`src/rtl/seq_multiplier_pkg.sv`:
```
// ---------------------------------------------------------------------------
// seq_multiplier_pkg
//   Shared definitions for the sequential shift-and-add multiplier and the
//   display stage it feeds.
//   - state_t        : two-state controller encoding (IDLE, RUN)
//   - WIDTH_DEFAULT  : default operand width (8)
//   - PRODUCT_WIDTH  : product width at the default operand width (16). The
//                      display stage sizes its p input from this value.
//   - count_width()  : iteration counter width for a given operand width
// ---------------------------------------------------------------------------
package seq_multiplier_pkg;

  typedef enum logic {
    IDLE = 1'b0,
    RUN  = 1'b1
  } state_t;

  localparam int WIDTH_DEFAULT = 8;
  localparam int PRODUCT_WIDTH = 2 * WIDTH_DEFAULT;

  // $clog2(1) is 0. A zero-width counter is illegal, so keep at least one bit.
  function automatic int count_width(input int w);
    return (w > 1) ? $clog2(w) : 1;
  endfunction

endpackage

```
`src/rtl/seq_multiplier.sv`:
```
// ---------------------------------------------------------------------------
// seq_multiplier
//   Unsigned shift-and-add multiplier. It processes one multiplier bit per
//   clock and always runs exactly WIDTH iterations. The product register p
//   keeps the last completed result, so the hex display stays steady while
//   the next multiply is running.
//
// Ports
//   clk    in   1        rising-edge clock
//   rst_n  in   1        asynchronous active-low reset
//   start  in   1        request pulse; sampled only while idle
//   a      in   WIDTH    multiplicand, unsigned; captured with the request
//   b      in   WIDTH    multiplier, unsigned; captured with the request
//   busy   out  1        multiply in progress
//   done   out  1        one-cycle pulse: p was updated on the last edge
//   p      out  2*WIDTH  product of the last completed multiply
//
// Handshake: a request is accepted on a rising edge where start=1 and the
// block is idle (busy=0). a and b are captured on that edge and may change
// freely afterwards. A start seen while busy=1 is dropped and has no effect.
// WIDTH edges after acceptance, p carries the new product and done is high
// for exactly one cycle. busy and done are never high together. A start
// presented during the done cycle is accepted, because the block is already
// idle at that point. All outputs come straight from registers.
// ---------------------------------------------------------------------------
module seq_multiplier
  import seq_multiplier_pkg::*;
#(
  parameter int WIDTH = WIDTH_DEFAULT
) (
  input  logic               clk,
  input  logic               rst_n,
  input  logic               start,
  input  logic [WIDTH-1:0]   a,
  input  logic [WIDTH-1:0]   b,
  output logic               busy,
  output logic               done,
  output logic [2*WIDTH-1:0] p
);

  localparam int PW = 2 * WIDTH;
  localparam int CW = count_width(WIDTH);
  localparam logic [CW-1:0] LAST = CW'(WIDTH - 1);

  state_t          state;
  logic [PW-1:0]   acc;
  logic [PW-1:0]   mcand;
  logic [WIDTH-1:0] mplier;
  logic [CW-1:0]   count;

  // Accumulator value after this cycle's conditional add. On the final
  // iteration p must include that add, so p is loaded from this sum rather
  // than from acc.
  logic [PW-1:0]   acc_next;

  assign acc_next = mplier[0] ? (acc + mcand) : acc;

  always_ff @(posedge clk or negedge rst_n) begin
    if (!rst_n) begin
      state  <= IDLE;
      busy   <= 1'b0;
      done   <= 1'b0;
      p      <= '0;
      acc    <= '0;
      mcand  <= '0;
      mplier <= '0;
      count  <= '0;
    end else begin
      // done is a single-cycle pulse. Clearing it by default ends the pulse
      // on the edge after completion.
      done <= 1'b0;
      case (state)
        IDLE: begin
          if (start) begin
            mcand  <= {{WIDTH{1'b0}}, a};
            mplier <= b;
            acc    <= '0;
            count  <= '0;
            busy   <= 1'b1;
            state  <= RUN;
          end
        end
        RUN: begin
          acc    <= acc_next;
          mcand  <= mcand << 1;
          mplier <= mplier >> 1;
          count  <= count + 1'b1;
          if (count == LAST) begin
            p     <= acc_next;
            done  <= 1'b1;
            busy  <= 1'b0;
            state <= IDLE;
          end
        end
        default: begin
          state <= IDLE;
          busy  <= 1'b0;
        end
      endcase
    end
  end

endmodule

```
`config.mk`:
```
export PLATFORM = sky130hd
export DESIGN_NAME = seq_multiplier
export DESIGN_NICKNAME = d
export VERILOG_FILES = /design/src/rtl/seq_multiplier_pkg.sv /design/src/rtl/seq_multiplier.sv
export SDC_FILE = /design/constraint.sdc
export NUM_CORES = 1
export LEC_CHECK = 0
export ABC_AREA = 1
export BUFFER_PORTS_ARGS = -buffer_cell sky130_fd_sc_hd__buf_4
export CORE_MARGIN = 2
export CORE_UTILIZATION = 40
export DETAILED_ROUTE_END_ITERATION = 12
export GPL_TIMING_DRIVEN = 1
export MAX_ROUTING_LAYER = met4
export PLACE_DENSITY = 0.66
export SLEW_MARGIN = 20
export SYNTH_ARGS = -nofsm -noshare
export SYNTH_HDL_FRONTEND = slang
export SYNTH_SLANG_ARGS = --single-unit
export TNS_END_PERCENT = 100
```
`constraint.sdc`:
```
create_clock -name clk -period 3.6 [get_ports clk]
set_clock_uncertainty 0.2 [all_clocks]
set_input_delay 0.72 -clock clk [delete_from_list [all_inputs] [get_ports clk]]
set_output_delay 0.72 -clock clk [all_outputs]
set_load 0.03 [all_outputs]
```
Word-level counts from Yosys, hierarchy flattened
Cells that the tools add are included.
{"block": "totals", "output_inout_bits": 18, "regBits": 62, "input_bits": 19, "word_cells": 33}
{"block": "op_classes", "n_addsub": 2, "bitwise": 1, "reduce_logical": 2, "eq_ne": 3, "mux": 17}
{"operator": "one-hot mux 16 bit (2 select lines)", "n": 2}
{"operator": "two-way mux 16 bit", "n": 3}
{"operator": "adder 16 bit", "n": 1}
{"operator": "one-hot mux 8 bit (2 select lines)", "n": 1}
{"operator": "two-way mux 8 bit", "n": 1}
{"operator": "two-way mux 1 bit", "n": 6}
{"operator": "one-hot mux 3 bit (2 select lines)", "n": 1}
{"operator": "one-hot mux 1 bit (2 select lines)", "n": 2}
{"operator": "AND reduction 2 bit", "n": 2}
{"operator": "adder 3 x 1 -> 3 bit, second input constant", "n": 1}
{"operator": "equality test 3 bit, second input constant", "n": 1}
{"operator": "two-way mux 3 bit", "n": 1}
{"operator": "inequality test 2 x 1 -> 1 bit, second input constant", "n": 1}
{"operator": "inequality test 2 bit, second input constant", "n": 1}
{"operator": "inverter 1 bit", "n": 1}

Depth between registers and ports, before layout
Gate-level depths: netlist of run 1.
{"block": "logic_depth", "word_depth": 3, "mapped_depth": 12, "depth_no_buf": 12}

Least setup slack after synthesis of run 1
Ideal clock, no wire load.
{"block": "synth_path", "path_kind": "register to register", "startpoint": "register acc[0]", "endpoint": "register acc[8]", "setup_ns": 0.117, "path_slack_ns": 1.672, "t_required_ns": 3.283, "n_path_buf": 0, "arrival_time_ns": 1.610, "synth_period_minus_slack_ns": 1.928, "stages_incl_launch_ff": 12, "cell_sequence": "dfrtp_1 ha_1 fa_1 nand2_1 nand2_1 and2_4 nand2_2 nand2_2 xnor2_1 nand2_1 nand3_1 nand2_1"}
{"block": "synth_via", "elab_chain_cells": 3}
{"element": "from (decl)", "line": "seq_multiplier.sv:46", "source": "logic [PW-1:0] acc;"}
{"element": "from (signal assigned)", "line": "seq_multiplier.sv:84", "source": "acc <= acc_next;"}
{"element": "adder 16 bit", "line": "seq_multiplier.sv:56", "source": "assign acc_next = mplier[0] ? (acc + mcand) : acc;"}
{"element": "two-way mux 16 bit", "line": "seq_multiplier.sv:56"}
{"element": "one-hot mux 16 bit (2 select lines)", "line": "seq_multiplier.sv:72", "source": "case (state)"}
No other way between the ends.
A chain may end at the register's enable or synchronous reset.

Worst setup path after layout of run 1
{"block": "layout_path", "startpoint": "register state", "endpoint": "register mcand[1]"}
{"block": "layout_via", "elab_chain_cells": 2}
{"element": "from (decl)", "line": "seq_multiplier.sv:45", "source": "state_t state;"}
{"element": "from (signal assigned)", "line": "seq_multiplier.sv:60", "source": "state <= IDLE;"}
{"element": "from (signal assigned)", "line": "seq_multiplier.sv:80", "source": "state <= RUN;"}
{"element": "from (signal assigned)", "line": "seq_multiplier.sv:92", "source": "state <= IDLE;"}
{"element": "inverter 1 bit"}
{"element": "one-hot mux 16 bit (2 select lines) / inequality test 2 bit (equally long branches)"}
{"element": "to (signal assigned)", "line": "seq_multiplier.sv:75", "source": "mcand <= {{WIDTH{1'b0}}, a};"}
{"element": "to (signal assigned)", "line": "seq_multiplier.sv:85", "source": "mcand <= mcand << 1;"}
{"element": "to (decl)", "line": "seq_multiplier.sv:47", "source": "logic [PW-1:0] mcand;"}
Parallel ways exist; a longest one is shown, timed or not.

==> impl_metrics.toml, run 1 <==
[setup_path]
r2r_end = "mcand[1]"
cp_data_required_time_ns = 3.60
rrSetupSlack_ns = 1.41
cp-end-kind = "register"
path_class = "reg2reg"
startpoint = "state"
r2r-start = "state"
cp_max_fo = 21
cp_data_arrival_time_ns = 2.19
critPathLaunchType = "register"
crit_path_end = "mcand[1]"
r2r_cells = 5

[drt]
via_count = 2914
ant_nets = 0
drtPass1Iterations = 4
wl_per_cell_microns = 12.7
drt_iter0_drc = 118
wl_microns = 7680
drt_drc_violations_left = 0
vias_per_cell = 4.83

[place]
dp.final_hpwl_microns = 5430
io_buffers = 36
place_ws_ns = 1.42
dp.cells = 587
gp_congestion = 0.862

[floorplan]
start_util_pct = 40.6
core_area_sq_um = 8590
die_area_sq_um = 9480
row_count = 34
ios = 37
fp.dieW_microns = 97.4
die_h_microns = 97.4

[yosys]
synthSimpleGateAreaFrac_pct = 30.4
yosys_register_bits = 62
synthMuxAreaShare_pct = 0
avgSynthCellArea_sq_um = 7.64
synth_top_family_by_area = "simple AND/OR/NAND/NOR gates"
synth_fp_nets = 493
yosysUniqueCellTypes = 32
synth.area.top_cells = "dfrtp_1, nand2_1, inv_1, ha_1, nand3_1"
syn_area_sq_um = 3490
yosysWarnings = 0
synth_top_area_share_pct = 44.5
synth_adder_area_share_pct = 6.68
synth-edff-count = 0
post-synth-top-area-cell = "dfrtp_1"
synth_flop_cell = "dfrtp_1"
synth_compound_area_share_pct = 8.76
async_flop_share_pct = 100
synth_xor_area_share_pct = 1.01
yosys-top-cells-count = "nand2_1, dfrtp_1, inv_1, nand3_1, o21ai_0"
seq_area_frac_synth_pct = 44.5
synth_most_common_cell = "nand2_1"
syn_inst = 456

[layout]
final_cells = 603
antenna_cells = 0
nets = 527
drive_above_1_share_pct = 14.5
areaGrowthSynthToFinish_pct = 15.3

[sta]
max_freq_mhz = 457
slew_viol_final = 0
finalSetupViolCount = 0
grt_setup_unrepaired = "false"
finalSetupTns_ns = 0
worstMarginPinSlew_ns = 1.01
hold_viol_final = 0
postLayoutSetupSlackWorst_ns = 1.41
hold_slack_ns = 0.232
slew_headroom_pct = 32.4
period_share_pct = 60.8
post-route-min-period_ns = 2.19

[global_route]
grt.overflow.total = 0
grt_use_total_pct = 18.2
grt_pass1_wl_microns = 13400
antenna_found_initial = 0
grt_pass1_vias = 2800
grt_max_degree = 63

[cts]
clk_latency_ns = 0.35
cts_hold_buf = 0
numCtsBuffers = 9
h-tree-depth = 3
cts.path.max_buffers = 2
cts_sinks = 62
cts_tree = "done"
post_cts_resized = 0
clk_pin_slew_ns = 0.08
post_cts_buffers = 0
clockRootBuffer = "clkbuf_8"

[power_and_ir_drop]
vdd_ir_drop_max_v = 0.000494
pwr_density_cell_nw_per_um2 = 937
p_leak_uw = 0.00213
power_uw = 3770

[flow_run]
max_cap_viol_count = 0

[run_status]
status = "complete, no violations"

[min_path]
hp-class = "in2async"
-- layout make-up --
class | instances | area (sq um)
clock buffer | 10 | 138
multi-input combinational | 317 | 1630
timing repair buffer | 38 | 285
clock inverter | 6 | 45.0
sequential | 62 | 1550
inverter | 62 | 233
tap | 108 | 135
fill | 875 | 4570
-- power breakdown --
group	total [uW]	internal, uW	leakage [uW]	switching, uW
clock	577	272	0.0000853	305
combinational	1940	733	0.00125	1200
sequential	1250	1000	0.000794	253
total	3770	2000	0.00213	1760
-- per-stage QoR --
| stage | cell area, sq um | utilization (%) |
|---|---|---|
| after CTS | 4020 | 46.8 |
| after global placement | 3840 | 44.6 |
| after detailed placement | 3840 | 44.6 |
| after global routing | 4020 | 46.8 |
| final | 4020 | 46.8 |
| after floorplan | 3490 | - |
-- worst max-delay path, cell delays in order (launching register included) --
cell      delay, ns
dfrtp_1        0.60
inv_1          0.42
nand2_1        0.16
clkinv_1       0.37
nand2_1        0.17
o221ai_1       0.12
-- metal layers --
layer / share of wire, % / global-route usage [%] / up-vias
met3: 3.3 / 3.31 / 9
met5: 0 / - / -
met1: 49 / 24.7 / 1346
li1: - / - / 1514
met4: 1.6 / 6.73 / 0
met2: 46 / 27.5 / 45
-- flip-flops by register name (all words and copies together) (netlist names) --
| register | cells |
|---|---|
| mplier | 8 |
| acc | 16 |
| count | 3 |
| busy | 1 |
| p | 16 |
| state | 1 |
| mcand | 16 |
| done | 1 |
-- cells in the final DEF, fill, tap and decap left out, types with 2 or more instances in the layout --
cell,instances
dfrtp_1,62
o21ai_1,2
nor3_2,2
o211ai_1,5
nand2_2,3
nor2_1,14
xor2_1,2
inv_6,2
a22o_1,2
clkbuf_8,10
or2_1,2
nand3_1,40
xnor2_1,2
buf_4,38
ha_1,17
clkinvlp_4,3
o21ai_0,22
nand3b_1,2
a22oi_1,2
or2_2,8
inv_1,61
nand3_2,3
o22ai_1,10
o221ai_1,2
nand2_1,165
a21oi_1,7
-- cells by family after synthesis --
family / Yosys count
AND/OR/NAND/NOR: 243
buffers and inverters: 77
XOR/XNOR: 4
flip-flops: 62
adder cells (fa/ha/maj): 18
AO/OA/AOI/OAI: 52
-- how the worst min path moves through the flow --
| stage | endpoint | slack (ns) | cells past startpoint |
|---|---|---|---|
| after floorplan | acc[0] | 0.22 | 0 |
| after global routing | p[11] | 0.31 | 2 |
| after global placement | p[15] | 0.27 | 2 |
| after CTS | acc[10] | 0.28 | 1 |
| final | p[9] | 0.23 | 1 |
| after detailed placement | p[15] | 0.27 | 2 |
(Power assumes the default switching activity.)
==> inputs of run 2 (changes only) <==
==> constraint.sdc (replaced) <==
create_clock -name clk -period 2.28 [get_ports clk]
set_clock_uncertainty 0.2 [all_clocks]
set_input_delay 0.456 -clock clk [delete_from_list [all_inputs] [get_ports clk]]
set_output_delay 0.456 -clock clk [all_outputs]
set_load 0.03 [all_outputs]
==> run 2 against run 1 <==
  * Clock power rose by 96%
  * First-iteration DRC count rose by 18%
  * Sequential share of layout area down 1.2 points
  * Utilization grew 1.5 points
  * Final area grew 3.2%
  * Largest power group unchanged
  * Worst setup slack got worse by 1.2 ns
  * Cell count is 1.3% higher
  * Wire length is 4.7% higher
  * Combinational power rose by 64%
  * Sequential power rose by 58%
  * Critical path depth increased by 7
  * Non-clock buffer count increased by 8
==> impl_metrics.toml, run 2 (synthesized netlist as in run 1, its figures left out) <==
[floorplan]
core_area_sq_um = 8590
fp.dieW_microns = 97.4
die_area_sq_um = 9480
start_util_pct = 40.6
die_h_microns = 97.4
row_count = 34
ios = 37

[setup_path]
crit_chain = "ha_1 -> fa_2 -> nand2_1 -> nand2_1 -> nand3b_1 -> nand2_1 -> nand2_1 -> nand2_1 -> nand2_1 -> nand3_1 -> nand3_1 -> nand2_1"
critPathLaunchType = "register"
rrSetupSlack_ns = 0.16
crit_top_cell = "nand2_1"
cp-end-kind = "register"
r2r_cells = 12
crit_path_top_delay_cell = "dfrtp_1"
cp_max_fo = 3
cp_data_required_time_ns = 2.33
cp_data_arrival_time_ns = 2.16
path_class = "reg2reg"
max_stage_delay_ns = 0.39

[layout]
antenna_cells = 0
mostFrequentLayoutCells = "nand2_1, dfrtp_1, inv_1"
areaGrowthSynthToFinish_pct = 19.0
drive_above_1_share_pct = 16.1
nets = 535
reg_top3 = "acc x16, mcand x16, p x16"
final_common_cell = "nand2_1"

[global_route]
grt.overflow.total = 0
grt_pass1_wl_microns = 13900
grt_max_degree = 63
antenna_found_initial = 0
grt_use_total_pct = 18.9
grt_pass1_vias = 2978

[sta]
hold_viol_final = 0
postLayoutSetupSlackWorst_ns = 0.165
worstMarginPinSlew_ns = 0.592
finalSetupViolCount = 0
post-route-min-period_ns = 2.12
finalSetupTns_ns = 0
max_freq_mhz = 473
slew_headroom_pct = 60.6
period_share_pct = 92.8
grt_setup_unrepaired = "false"
slew_viol_final = 0

[power_and_ir_drop]
vdd_ir_drop_max_v = 0.000759
internal_power_uw = 3440
pwr_density_cell_nw_per_um2 = 1520
p_leak_uw = 0.00219
switching_share_pct = 45.3
comb_power_share_pct = 50.6
pwr-share-clk_pct = 18.0
p_sw_uw = 2850
seqPwrFrac_pct = 31.4

[cts]
clk_latency_ns = 0.35
cts_sinks = 62
clockRootBuffer = "clkbuf_8"
post_cts_buffers = 0
cts_tree = "done"
cts.path.max_buffers = 2
numCtsBuffers = 9
clk_pin_slew_ns = 0.08
h-tree-depth = 3

[place]
gp_congestion = 0.869
place_ws_ns = 0.144
io_buffers = 36
dp.final_hpwl_microns = 5740

[run_status]
status = "complete, no violations"

[flow_run]
max_cap_viol_count = 0

[drt]
ant_nets = 0
drt_drc_violations_left = 0
vias_per_cell = 4.87
wl_per_cell_microns = 13.2
via_count = 2974
wl_microns = 8040
drtPass1Iterations = 4
drt_iter0_drc = 139

[min_path]
hp-class = "in2reg"
hold_depth = 3
[run 2: power by group through the flow]
stage	logic (uW)	clock network, uW	registers [uW]
6_report	3180	1130	1980
5_1_grt	3620	1200	2040
4_1_cts	3200	1140	1980
3_5_place_dp	3180	0	1990
3_3_place_gp	3110	0	1980
2_1_floorplan	2170	0	2100
[run 2: per-stage QoR]
stage	std cells	instance area [sq um]	hold slack [ns]	util, %	power, uW
floorplan	456	3490	-0.0396	-	4270
global placement	594	3900	0.266	45.4	5090
detailed placement	594	3900	0.267	45.4	5180
CTS	611	4140	0.0912	48.2	6320
global route	611	4150	0.107	48.3	6860
finish	611	4150	0.107	48.3	6300
[run 2: area by class of cell]
cell class                      count  area, sq um
Fill cell                         885         4450
Timing Repair Buffer               46          360
Tap cell                          108          135
Sequential cell                    62         1550
Clock inverter                      6         92.6
Inverter                           62          233
Multi-Input combinational cell    317         1640
Clock buffer                       10          138
[run 2: repair_timing]
action                     4_1_cts  5_1_grt
resized for setup                0        2
hold buffers                     1        0
hold endpoints to repair        62        0
setup endpoints to repair        0        5
[run 2: worst paths after layout]
path | start | end
setup / recovery | acc[0] | acc[14]
hold / removal | a[4] | mcand[4]
setup reg to reg | acc[0] | acc[14]
hold reg to reg | p[13] | p[13]
max in group asynchronous | rst_n | acc[6]
min in group asynchronous | rst_n | acc[9]
[run 2: worst max-delay path, delay by kind of cell (launching register included)]
| kind | cells | cell delay [ns] |
|---|---|---|
| simple gates | 10 | 0.85 |
| flops | 1 | 0.39 |
| fa+ha+maj | 2 | 0.57 |
[run 2: per-layer routing]
| layer | vias to the layer above | GRT usage (%) | share of wire, % |
|---|---|---|---|
| li1 | 1532 | - | - |
| met1 | 1390 | 24.6 | 48 |
| met2 | 40 | 29.5 | 47 |
| met3 | 12 | 2.59 | 2.7 |
| met4 | 0 | 8.76 | 2.1 |
| met5 | - | - | 0 |
==> inputs of run 3 (changes only) <==
--- a/config.mk
+++ b/config.mk
@@ -12,7 +12,7 @@
 export DETAILED_ROUTE_END_ITERATION = 12
 export GPL_TIMING_DRIVEN = 1
 export MAX_ROUTING_LAYER = met4
-export PLACE_DENSITY = 0.66
+export PLACE_DENSITY = 0.68
 export SLEW_MARGIN = 20
 export SYNTH_ARGS = -nofsm -noshare
 export SYNTH_HDL_FRONTEND = slang
==> constraint.sdc (replaced) <==
create_clock -name clk -period 1.9 [get_ports clk]
set_clock_uncertainty 0.2 [all_clocks]
set_input_delay 0.38 -clock clk [delete_from_list [all_inputs] [get_ports clk]]
set_output_delay 0.38 -clock clk [all_outputs]
set_load 0.03 [all_outputs]
==> run 3 against run 2 <==
  * The flow now finishes with violations (negative setup slack)
  * Fmax up 3.6%
  * First-iteration DRC count up 0.72%
  * Via count up 8.0%
  * Die area unchanged
  * Worst setup slack worse by 0.31 ns
  * Clock power up 20%
  * Utilization up 5.6 points
  * Sequential power up 22%
  * Register-to-register slack worse by 0.31 ns
  * Critical path depth unchanged
  * Critical path type unchanged
==> impl_metrics.toml, run 3 (synthesized netlist as in run 1, its figures left out) <==
[power_and_ir_drop]
pwr_density_cell_nw_per_um2 = 1890
vdd_ir_drop_max_v = 0.000818
p_leak_uw = 0.00232

[layout]
mostFrequentLayoutCells = "nand2_1, buf_4, dfrtp_1"
final_cells = 631
reg_top3 = "acc x16, mcand x16, p x16"
nets = 555
drive_above_1_share_pct = 30.0
areaGrowthSynthToFinish_pct = 32.7
fillers = 756
antenna_cells = 0
final_common_cell = "nand2_1"
design_area_sq_um = 4630
final_core_util_pct = 53.8

[drt]
vias_per_cell = 5.09
wl_per_cell_microns = 13.9
via_count = 3211
ant_nets = 0
drt_iter0_drc = 140
wl_microns = 8740
drtPass1Iterations = 5
drt_drc_violations_left = 0

[setup_path]
cp_data_arrival_time_ns = 2.08
cp_max_fo = 3
path_class = "reg2reg"
cp_data_required_time_ns = 1.94
critPathLaunchType = "register"
cp-end-kind = "register"
r2r_cells = 12

[cts]
cts_sinks = 62
cts.path.max_buffers = 2
cts_tree = "done"
h-tree-depth = 3
clockRootBuffer = "clkbuf_8"
clk_latency_ns = 0.34
clk_pin_slew_ns = 0.08
numCtsBuffers = 9

[global_route]
grt_pass1_wl_microns = 14200
grt.overflow.total = 0
antenna_found_initial = 0
grt_pass1_vias = 3062
grt_use_total_pct = 19.1
grt_max_degree = 39

[floorplan]
ios = 37
core_area_sq_um = 8590
row_count = 34
start_util_pct = 40.6
die_area_sq_um = 9480
die_h_microns = 97.4
fp.dieW_microns = 97.4

[run_status]
status = "complete, but fails checks"
violations = "negative setup slack"

[place]
dp.cells = 606
dpl_cell_area_sq_um = 4010
gp_congestion = 0.862
dp.final_hpwl_microns = 5710
io_buffers = 36

[sta]
post-route-min-period_ns = 2.04
hold_viol_final = 0
hold_slack_ns = 0.0452
worstMarginPinSlew_ns = 0.539
finalSetupTns_ns = -1.02
slew_viol_final = 0
max_freq_mhz = 490
grt_setup_unrepaired = "true"
period_share_pct = 107
postLayoutSetupSlackWorst_ns = -0.141
finalSetupViolCount = 14
slew_headroom_pct = 64.0

[flow_run]
max_cap_viol_count = 0

[min_path]
hp-class = "in2reg"
hold_depth = 3
-- run 3: cell types whose count changed in the layout (fill, tap and decap cells not counted), sizes merged --
| cell | previous run | this run |
|---|---|---|
| clkbuf | 10 | 11 |
| clkinv | 2 | 3 |
| clkinvlp | 2 | 1 |
| inv | 62 | 61 |
| buf | 45 | 65 |
-- run 3: metal layers --
| metal | wire (microns) | global-route usage (%) |
|---|---|---|
| met1 | 3860 | 24.2 |
| met2 | 4380 | 31.4 |
| met3 | 354 | 2.73 |
| met4 | 143 | 7.37 |
| met5 | 0 | - |
-- run 3: critical path: stages, from the launching register on --
cell and delay, ns:
dfrtp_1 0.39, ha_2 0.20, fa_2 0.35, nand2_2 0.08, nand2_2 0.06, nand3b_1 0.14
nand2_2 0.11, nand2_2 0.08, nand2_1 0.05, nand2_1 0.07, nand3_2 0.07, nand3_1 0.08
nand2_1 0.06
-- run 3: final cells by class --
class	instances	area, sq um	share of cell area (%)
repair buffers	66	523	11.3
flip-flops and latches	62	1550	33.6
well taps	108	135	2.92
clock buffers	11	151	3.27
multi-input cells	317	1950	42.1
inverters	62	233	5.03
clock inverters	5	81.3	1.76
-- run 3: where the power goes --
| part | switching (uW) | total (uW) | leakage [uW] | internal [uW] |
|---|---|---|---|---|
| registers | 523 | 2420 | 0.000792 | 1900 |
| logic | 2800 | 4970 | 0.00142 | 2160 |
| clock network | 553 | 1360 | 0.000116 | 810 |
| total | 3880 | 8750 | 0.00232 | 4870 |
-- run 3: through the flow --
stage	total power (uW)	setup WS, ns
detailed placement	6490	-0.180
floorplan	5130	0.0134
global route	9460	-0.229
CTS	8250	-0.0917
global placement	6390	-0.131
finish	8750	-0.141
-- run 3: path summary, 6_finish.rpt --
| check | endpoint | startpoint | slack [ns] |
|---|---|---|---|
| max | p[14] | acc[0] | -0.14 |
| min | mcand[4] | a[4] | 0.05 |
| max reg2reg | p[14] | acc[0] | -0.14 |
| min reg2reg | p[10] | p[10] | 0.28 |
| max in group asynchronous | acc[9] | rst_n | 0.70 |
| min in group asynchronous | p[10] | rst_n | 0.29 |
-- run 3: timing repair --
| action | in CTS | in global routing |
|---|---|---|
| endpoints found under the hold margin | 24 | 0 |
| buffers inserted | 3 | 6 |
| endpoints found under the setup margin | 22 | 24 |
| hold buffers | 1 | 0 |
| pin swaps | 5 | 13 |
| gates resized for setup | 30 | 37 |
